<file path="config.mk">
export PLATFORM = sky130hd
export DESIGN_NAME = program_counter
export DESIGN_NICKNAME = d
export VERILOG_FILES = /design/src/rtl/pc_pkg.sv /design/src/rtl/ras_stack.sv /design/src/rtl/program_counter.sv
export SDC_FILE = /design/constraint.sdc
export NUM_CORES = 1
export LEC_CHECK = 0
export BUFFER_PORTS_ARGS = -buffer_cell sky130_fd_sc_hd__buf_2
export CAP_MARGIN = 20
export CORE_UTILIZATION = 28
export CTS_BUF_LIST = sky130_fd_sc_hd__clkbuf_16
export DETAILED_ROUTE_END_ITERATION = 8
export GPL_TIMING_DRIVEN = 1
export MAX_ROUTING_LAYER = met4
export PLACE_DENSITY = 0.59
export SKIP_LAST_GASP = 1
export SYNTH_ARGS = -nofsm -noshare
export SYNTH_HDL_FRONTEND = slang
export SYNTH_SLANG_ARGS = --single-unit
</file>
<file path="constraint.sdc">
create_clock -name clk -period 1.8 [get_ports clk]
set_clock_uncertainty 0.1 [all_clocks]
set_input_delay 0.18 -clock clk [delete_from_list [all_inputs] [get_ports clk]]
set_output_delay 0.18 -clock clk [all_outputs]
set_load 0.02 [all_outputs]
</file>
<file path="src/rtl/pc_pkg.sv">
`default_nettype none
// ============================================================================
// Module      : pc_pkg
// Description : Shared definitions for the Risco-5 fetch-stage program
//               counter: default configuration constants and the next-PC
//               source select encoding.
// Revision    : 1.0 - initial release
// ============================================================================
package pc_pkg;

    localparam int c_DEF_WIDTH        = 32;
    localparam int c_DEF_STEP         = 4;
    localparam int c_DEF_RESET_VECTOR = 0;
    localparam int c_DEF_RAS_DEPTH    = 4;

    // Source of the next PC value.
    typedef enum logic [1:0] {
        PC_HOLD = 2'd0,
        PC_RET  = 2'd1,
        PC_LOAD = 2'd2,
        PC_INC  = 2'd3
    } pc_sel_e;

endpackage : pc_pkg
`default_nettype wire

</file>
<file path="src/rtl/ras_stack.sv">
`default_nettype none
// ============================================================================
// Module      : ras_stack
// Description : Circular LIFO used as a return-address stack. A push while
//               full overwrites the oldest entry and leaves the count at
//               DEPTH. A pop while empty is ignored. Pop wins over push when
//               both are requested. rst clears the stack synchronously.
// Ports       : clk, rst          - clock / synchronous active-high clear
//               i_push, i_pop     - stack operations
//               i_push_data       - value pushed
//               o_top             - most recently pushed valid entry
//               o_count           - number of valid entries (0..DEPTH)
//               o_empty, o_full   - count == 0 / count == DEPTH
// Revision    : 1.0 - initial release
// ============================================================================
module ras_stack #(
    parameter int WIDTH = 32,
    parameter int DEPTH = 4
) (
    input  logic                    clk,
    input  logic                    rst,
    input  logic                    i_push,
    input  logic                    i_pop,
    input  logic [WIDTH-1:0]        i_push_data,
    output logic [WIDTH-1:0]        o_top,
    output logic [$clog2(DEPTH):0]  o_count,
    output logic                    o_empty,
    output logic                    o_full
);

    localparam int                 c_PTR_W      = $clog2(DEPTH);
    localparam int                 c_CNT_W      = c_PTR_W + 1;
    localparam logic [c_CNT_W-1:0] c_FULL_COUNT = c_CNT_W'(DEPTH);

    logic [WIDTH-1:0]   r_mem [DEPTH];
    logic [c_PTR_W-1:0] r_wr_ptr;     // next slot to write
    logic [c_CNT_W-1:0] r_count;
    logic [c_PTR_W-1:0] w_top_ptr;
    logic               w_do_pop;
    logic               w_do_push;

    // The pointer wraps naturally because DEPTH is a power of two; when the
    // stack is full the write slot is the oldest entry, so a push overwrites it.
    assign w_top_ptr = r_wr_ptr - c_PTR_W'(1);
    assign w_do_pop  = i_pop & ~o_empty;
    assign w_do_push = i_push & ~i_pop;

    always_ff @(posedge clk) begin
        if (w_do_push) begin
            r_mem[r_wr_ptr] <= i_push_data;
        end
    end

    always_ff @(posedge clk) begin
        if (rst) begin
            r_wr_ptr <= '0;
            r_count  <= '0;
        end else if (w_do_pop) begin
            r_wr_ptr <= w_top_ptr;
            r_count  <= r_count - c_CNT_W'(1);
        end else if (w_do_push) begin
            r_wr_ptr <= r_wr_ptr + c_PTR_W'(1);
            if (!o_full) begin
                r_count <= r_count + c_CNT_W'(1);
            end
        end
    end

    assign o_top   = r_mem[w_top_ptr];
    assign o_count = r_count;
    assign o_empty = (r_count == '0);
    assign o_full  = (r_count == c_FULL_COUNT);

endmodule : ras_stack
`default_nettype wire

</file>
<file path="src/rtl/program_counter.sv">
`default_nettype none
// ============================================================================
// Module      : program_counter
// Description : Parametrised fetch-stage program counter with stall, fixed
//               next-PC priority (reset > stall > ret > load > inc > hold),
//               misalignment flag and optional return-address stack.
//               Optional feature macro: PC_RAS_EN (enables RAS, call/ret
//               handling and ret_underflow).
// Ports       : clk, reset          - clock / synchronous active-high reset
//               stall               - hold all state
//               inc, load, target   - advance by STEP / load target
//               call, ret           - push return address / pop into pc
//               pc, misaligned      - current pc and its alignment flag
//               ras_count, ras_empty, ras_full, ret_underflow - RAS status
// Revision    : 1.0 - initial release
// ============================================================================
module program_counter
    import pc_pkg::*;
#(
    parameter int               WIDTH        = c_DEF_WIDTH,
    parameter logic [WIDTH-1:0] RESET_VECTOR = WIDTH'(c_DEF_RESET_VECTOR),
    parameter int               STEP         = c_DEF_STEP,
    parameter int               RAS_DEPTH    = c_DEF_RAS_DEPTH
) (
    input  logic                        clk,
    input  logic                        reset,
    input  logic                        stall,
    input  logic                        inc,
    input  logic                        load,
    input  logic [WIDTH-1:0]            target,
    input  logic                        call,
    input  logic                        ret,
    output logic [WIDTH-1:0]            pc,
    output logic                        misaligned,
    output logic [$clog2(RAS_DEPTH):0]  ras_count,
    output logic                        ras_empty,
    output logic                        ras_full,
    output logic                        ret_underflow
);

    localparam int               c_LSB_W = $clog2(STEP);
    localparam logic [WIDTH-1:0] c_STEP  = WIDTH'(STEP);

    logic [WIDTH-1:0] r_pc;
    logic [WIDTH-1:0] w_pc_next;
    logic [WIDTH-1:0] w_pc_inc;
    logic [WIDTH-1:0] w_ras_top;
    logic             w_ras_empty;
    logic             w_ret_req;
    logic             w_call_req;
    logic             w_push;
    logic             w_pop;
    logic             w_underflow_set;
    pc_sel_e          w_sel;

    // Also the return address for a call: pc+STEP of the pre-update pc.
    assign w_pc_inc = r_pc + c_STEP;

    always_comb begin
        w_sel           = PC_HOLD;
        w_push          = 1'b0;
        w_pop           = 1'b0;
        w_underflow_set = 1'b0;
        if (!stall) begin
            if (w_ret_req) begin
                // An empty-stack ret still claims the cycle: load/inc are dropped.
                if (!w_ras_empty) begin
                    w_sel = PC_RET;
                    w_pop = 1'b1;
                end else begin
                    w_underflow_set = 1'b1;
                end
            end else if (load) begin
                w_sel  = PC_LOAD;
                w_push = w_call_req;
            end else if (inc) begin
                w_sel = PC_INC;
            end
        end
    end

    always_comb begin
        w_pc_next = r_pc;
        case (w_sel)
            PC_RET:  w_pc_next = w_ras_top;
            PC_LOAD: w_pc_next = target;
            PC_INC:  w_pc_next = w_pc_inc;
            default: w_pc_next = r_pc;
        endcase
    end

    always_ff @(posedge clk) begin
        if (reset) begin
            r_pc <= RESET_VECTOR;
        end else begin
            r_pc <= w_pc_next;
        end
    end

    assign pc = r_pc;

    generate
        if (c_LSB_W == 0) begin : g_mis_none
            assign misaligned = 1'b0;
        end else begin : g_mis_chk
            assign misaligned = |r_pc[c_LSB_W-1:0];
        end
    endgenerate

`ifdef PC_RAS_EN
    logic r_ret_underflow;

    assign w_ret_req  = ret;
    assign w_call_req = call;

    ras_stack #(
        .WIDTH (WIDTH),
        .DEPTH (RAS_DEPTH)
    ) u_ras_stack (
        .clk         (clk),
        .rst         (reset),
        .i_push      (w_push),
        .i_pop       (w_pop),
        .i_push_data (w_pc_inc),
        .o_top       (w_ras_top),
        .o_count     (ras_count),
        .o_empty     (w_ras_empty),
        .o_full      (ras_full)
    );

    always_ff @(posedge clk) begin
        if (reset) begin
            r_ret_underflow <= 1'b0;
        end else if (w_underflow_set) begin
            r_ret_underflow <= 1'b1;
        end
    end

    assign ras_empty     = w_ras_empty;
    assign ret_underflow = r_ret_underflow;
`else
    logic w_unused;

    assign w_ret_req     = 1'b0;
    assign w_call_req    = 1'b0;
    assign w_ras_top     = '0;
    assign w_ras_empty   = 1'b1;
    assign ras_count     = '0;
    assign ras_empty     = 1'b1;
    assign ras_full      = 1'b0;
    assign ret_underflow = 1'b0;
    assign w_unused      = ^{call, ret, w_push, w_pop, w_underflow_set};
`endif

endmodule : program_counter
`default_nettype wire

</file>
==> metrics <==
status complete, no violations; Mapped Avg Cell Area ~7.5 um^2; antenna viol nets, final 0; PwrDens 617 nW/um^2; via count 2722; drt total wl around 7700 um; Max Slew Vio Count 0; share of layout cells above drive strength 1 38.3%; Largest register FFs 32; final setup fails 0; multiplexer area fraction after synthesis 3.68%; critical-path maximum fanout 5; r2r startpoint pc[3]$_SDFFE_PP0P_; Reg2Reg Capture Point pc[20]$_SDFFE_PP0P_; Synth Cell Area approximately 2200 um^2; number of synthesized register bits 32; CTS Buffer Depth 2; DRT Pass-1 Iters 5; Initial Util 29.5%; Worst Path Required 1.90 ns; IO Port Bufs 69; reg2reg setup slack around 0.0090 ns; Global Route Usage Sum 19.2%; antenna cells 0; Ports 78; die width between 90 and 100 um; CP Class reg -> reg; fmax 558 MHz; Tcrit/Tclk final ~99%; Root Driver clkbuf_16; hold crit path type in -> reg; number of fill cells in the layout 757; antenna violations before repair 0; depth of the worst register-to-register path 7; largest area contributor in the netlist dfxtp_1; area of the multi-input gates 1450 um^2; Synth Area in Simple Gates 30.6%; Tot Pwr 1.95 mW; worst hold margin 0.0273 ns; First DRT Iteration DRCs 257; Compound-Gate Fraction of Synth Area between 20% and 30%; first-pass GRT wire length between 10000 and 15000 um; Setup crit start kind register; GP Congestion 0.878; Setup crit start pc[3]$_SDFFE_PP0P_; Static Leak 1.45 nW; pin count of the biggest net entering global routing 22; die area just over 8000 um^2; Nets 445; worst setup path endpoint pc[20]$_SDFFE_PP0P_; Peak VDD IR 0.000298 V; Crit. End Element register; synth warn 0; Reg area ~650 um^2; floorplan row count 31; Remaining Overflow, GRT 0; core area 7370 um^2; Yosys top cell area share about 29%; Cell variety after synth 54; Seq/Total Area, Yosys 29.4%; HPWL Detailed 5820 um; CTS H-tree depth 2; Max Cap Viol 0; Die H 90.2 um; EDFF count, synth 0; Area Overhead vs Synth 45.2%; endpoints failing hold 0; RSZ-0062 raised after global routing true; CTS sink count 32; Reg clk slew, reported paths approximately 0.05 ns; Post-synth top flop dfxtp_1; Post-Synth XOR/XNOR Area 0%; DRC errors left 0; vias in the first global route 2450; post-synthesis async set-or-reset flop share 0%; hold buffer count at CTS 0; Cells after Synth 290; worst endpoint data arrival time 1.89 ns; largest family of logic cells by synthesized area simple AND/OR/NAND/NOR gates; adder-cell share of the synthesized area 2.30%; Period minus WS final roughly 1.8 ns; Vias/cell around 5.4; Worst-Skew Late Latency between 0.2 and 0.3 ns; number of CTS-inserted buffers 5; CTS tree built; WL/cell around 15 um; ranking of synthesized cells by area dfxtp_1, nand2_1, nor2_1
## power breakdown
part / switching [mW] / leakage [nW] / internal (mW)
clock network: 0.299 / 0.0709 / 0.496
registers: 0.0249 / 0.263 / 0.738
logic: 0.230 / 1.11 / 0.164
## kinds of logic after synthesis
logic type / Yosys count
simple gates: 126
other cells: 2
buf+inv: 37
compound gates: 81
flops: 32
fa+ha+maj: 4
mux: 8
## synthesized netlist by cell type (2+ instances only)
| master | instances |
|---|---|
| conb_1 | 2 |
| nor4_2 | 2 |
| or4_1 | 2 |
| a221o_1 | 2 |
| ha_1 | 4 |
| and3_1 | 6 |
| nand2_1 | 37 |
| a221oi_1 | 2 |
| a32oi_1 | 2 |
| o21ai_0 | 10 |
| buf_1 | 2 |
| nor3_1 | 8 |
| a31oi_1 | 7 |
| nor2b_1 | 3 |
| a21oi_1 | 20 |
| buf_4 | 6 |
| or3_1 | 2 |
| or2_2 | 2 |
| dfxtp_1 | 32 |
| and4_1 | 3 |
| mux2i_1 | 8 |
| a22oi_1 | 8 |
| nand2_2 | 2 |
| clkbuf_1 | 14 |
| o31a_1 | 4 |
| a32o_1 | 3 |
| nand4_2 | 2 |
| nand3_1 | 9 |
| o32ai_1 | 6 |
| o22ai_1 | 6 |
| nor2_1 | 28 |
| nand4_1 | 10 |
| inv_1 | 13 |
| nand4b_1 | 2 |
| a211oi_1 | 2 |
## critical path, stage by stage (launching register included)
cell     delay, ns
dfxtp_2       0.35
ha_2          0.21
nand4_1       0.08
buf_4         0.17
nor3_1        0.37
and4b_1       0.26
a21oi_1       0.05
o22ai_1       0.13
## what timing repair did
| action | CTS | global route |
|---|---|---|
| pin swaps | 2 | 2 |
| buffers inserted | 2 | 2 |
| setup endpoints to repair | 5 | 14 |
| gates resized for setup | 0 | 6 |
## per-stage QoR
step                      utilization (%)  worst slack, ns  std cells  instance area, um^2  TNS [ns]
final                                42.9          0.00900        501                 3160         0
after detailed placement             40.1           -0.169        490                 2960     -1.01
after global routing                 42.9          -0.0687        501                 3160    -0.431
after global placement               40.1           -0.128        490                 2960    -0.540
after CTS                            42.1          0.00397        499                 3110         0
after floorplan                         -         -0.00172        294                 2220  -0.00172
## worst min path at each step
stage / startpoint / end / slack [ns] / cells past startpoint
2_1_floorplan: target[29] / pc[29]$_SDFFE_PP0P_ / 0.22 / 1
3_3_place_gp: target[0] / pc[0]$_SDFFE_PP0P_ / 0.31 / 3
3_5_place_dp: target[29] / pc[29]$_SDFFE_PP0P_ / 0.33 / 2
4_1_cts: target[29] / pc[29]$_SDFFE_PP0P_ / 0.03 / 2
5_1_grt: target[29] / pc[29]$_SDFFE_PP0P_ / 0.04 / 2
6_report: target[29] / pc[29]$_SDFFE_PP0P_ / 0.03 / 2
## cell usage in the layout (no fill, tap or decap), drive strengths merged, types with 7 or more instances in the layout
cell,n
a31oi,7
dfxtp,32
a22oi,8
nand4,12
nand2,39
nor2,29
o21ai,10
nand3,10
nor3,9
mux2i,8
a21oi,20
buf,124
inv,15
## routing by layer
layer / part of all wire [%] / track usage [%] / vias to the layer above
li1: - / - / 1294
met2: 46 / 29.7 / 132
met4: 1.7 / 5.78 / 0
met5: 0 / - / -
met1: 46 / 25.2 / 1282
met3: 7.0 / 3.81 / 14
## cell type report
class	instances	area share (%)
multi-input combinational	225	45.7
timing repair buffer	124	24.0
sequential	32	20.5
clock buffer	5	3.96
tap	99	3.92
inverter	14	1.66
clock inverter	2	0.277
Note: power is estimated with default switching activity, not from simulation.
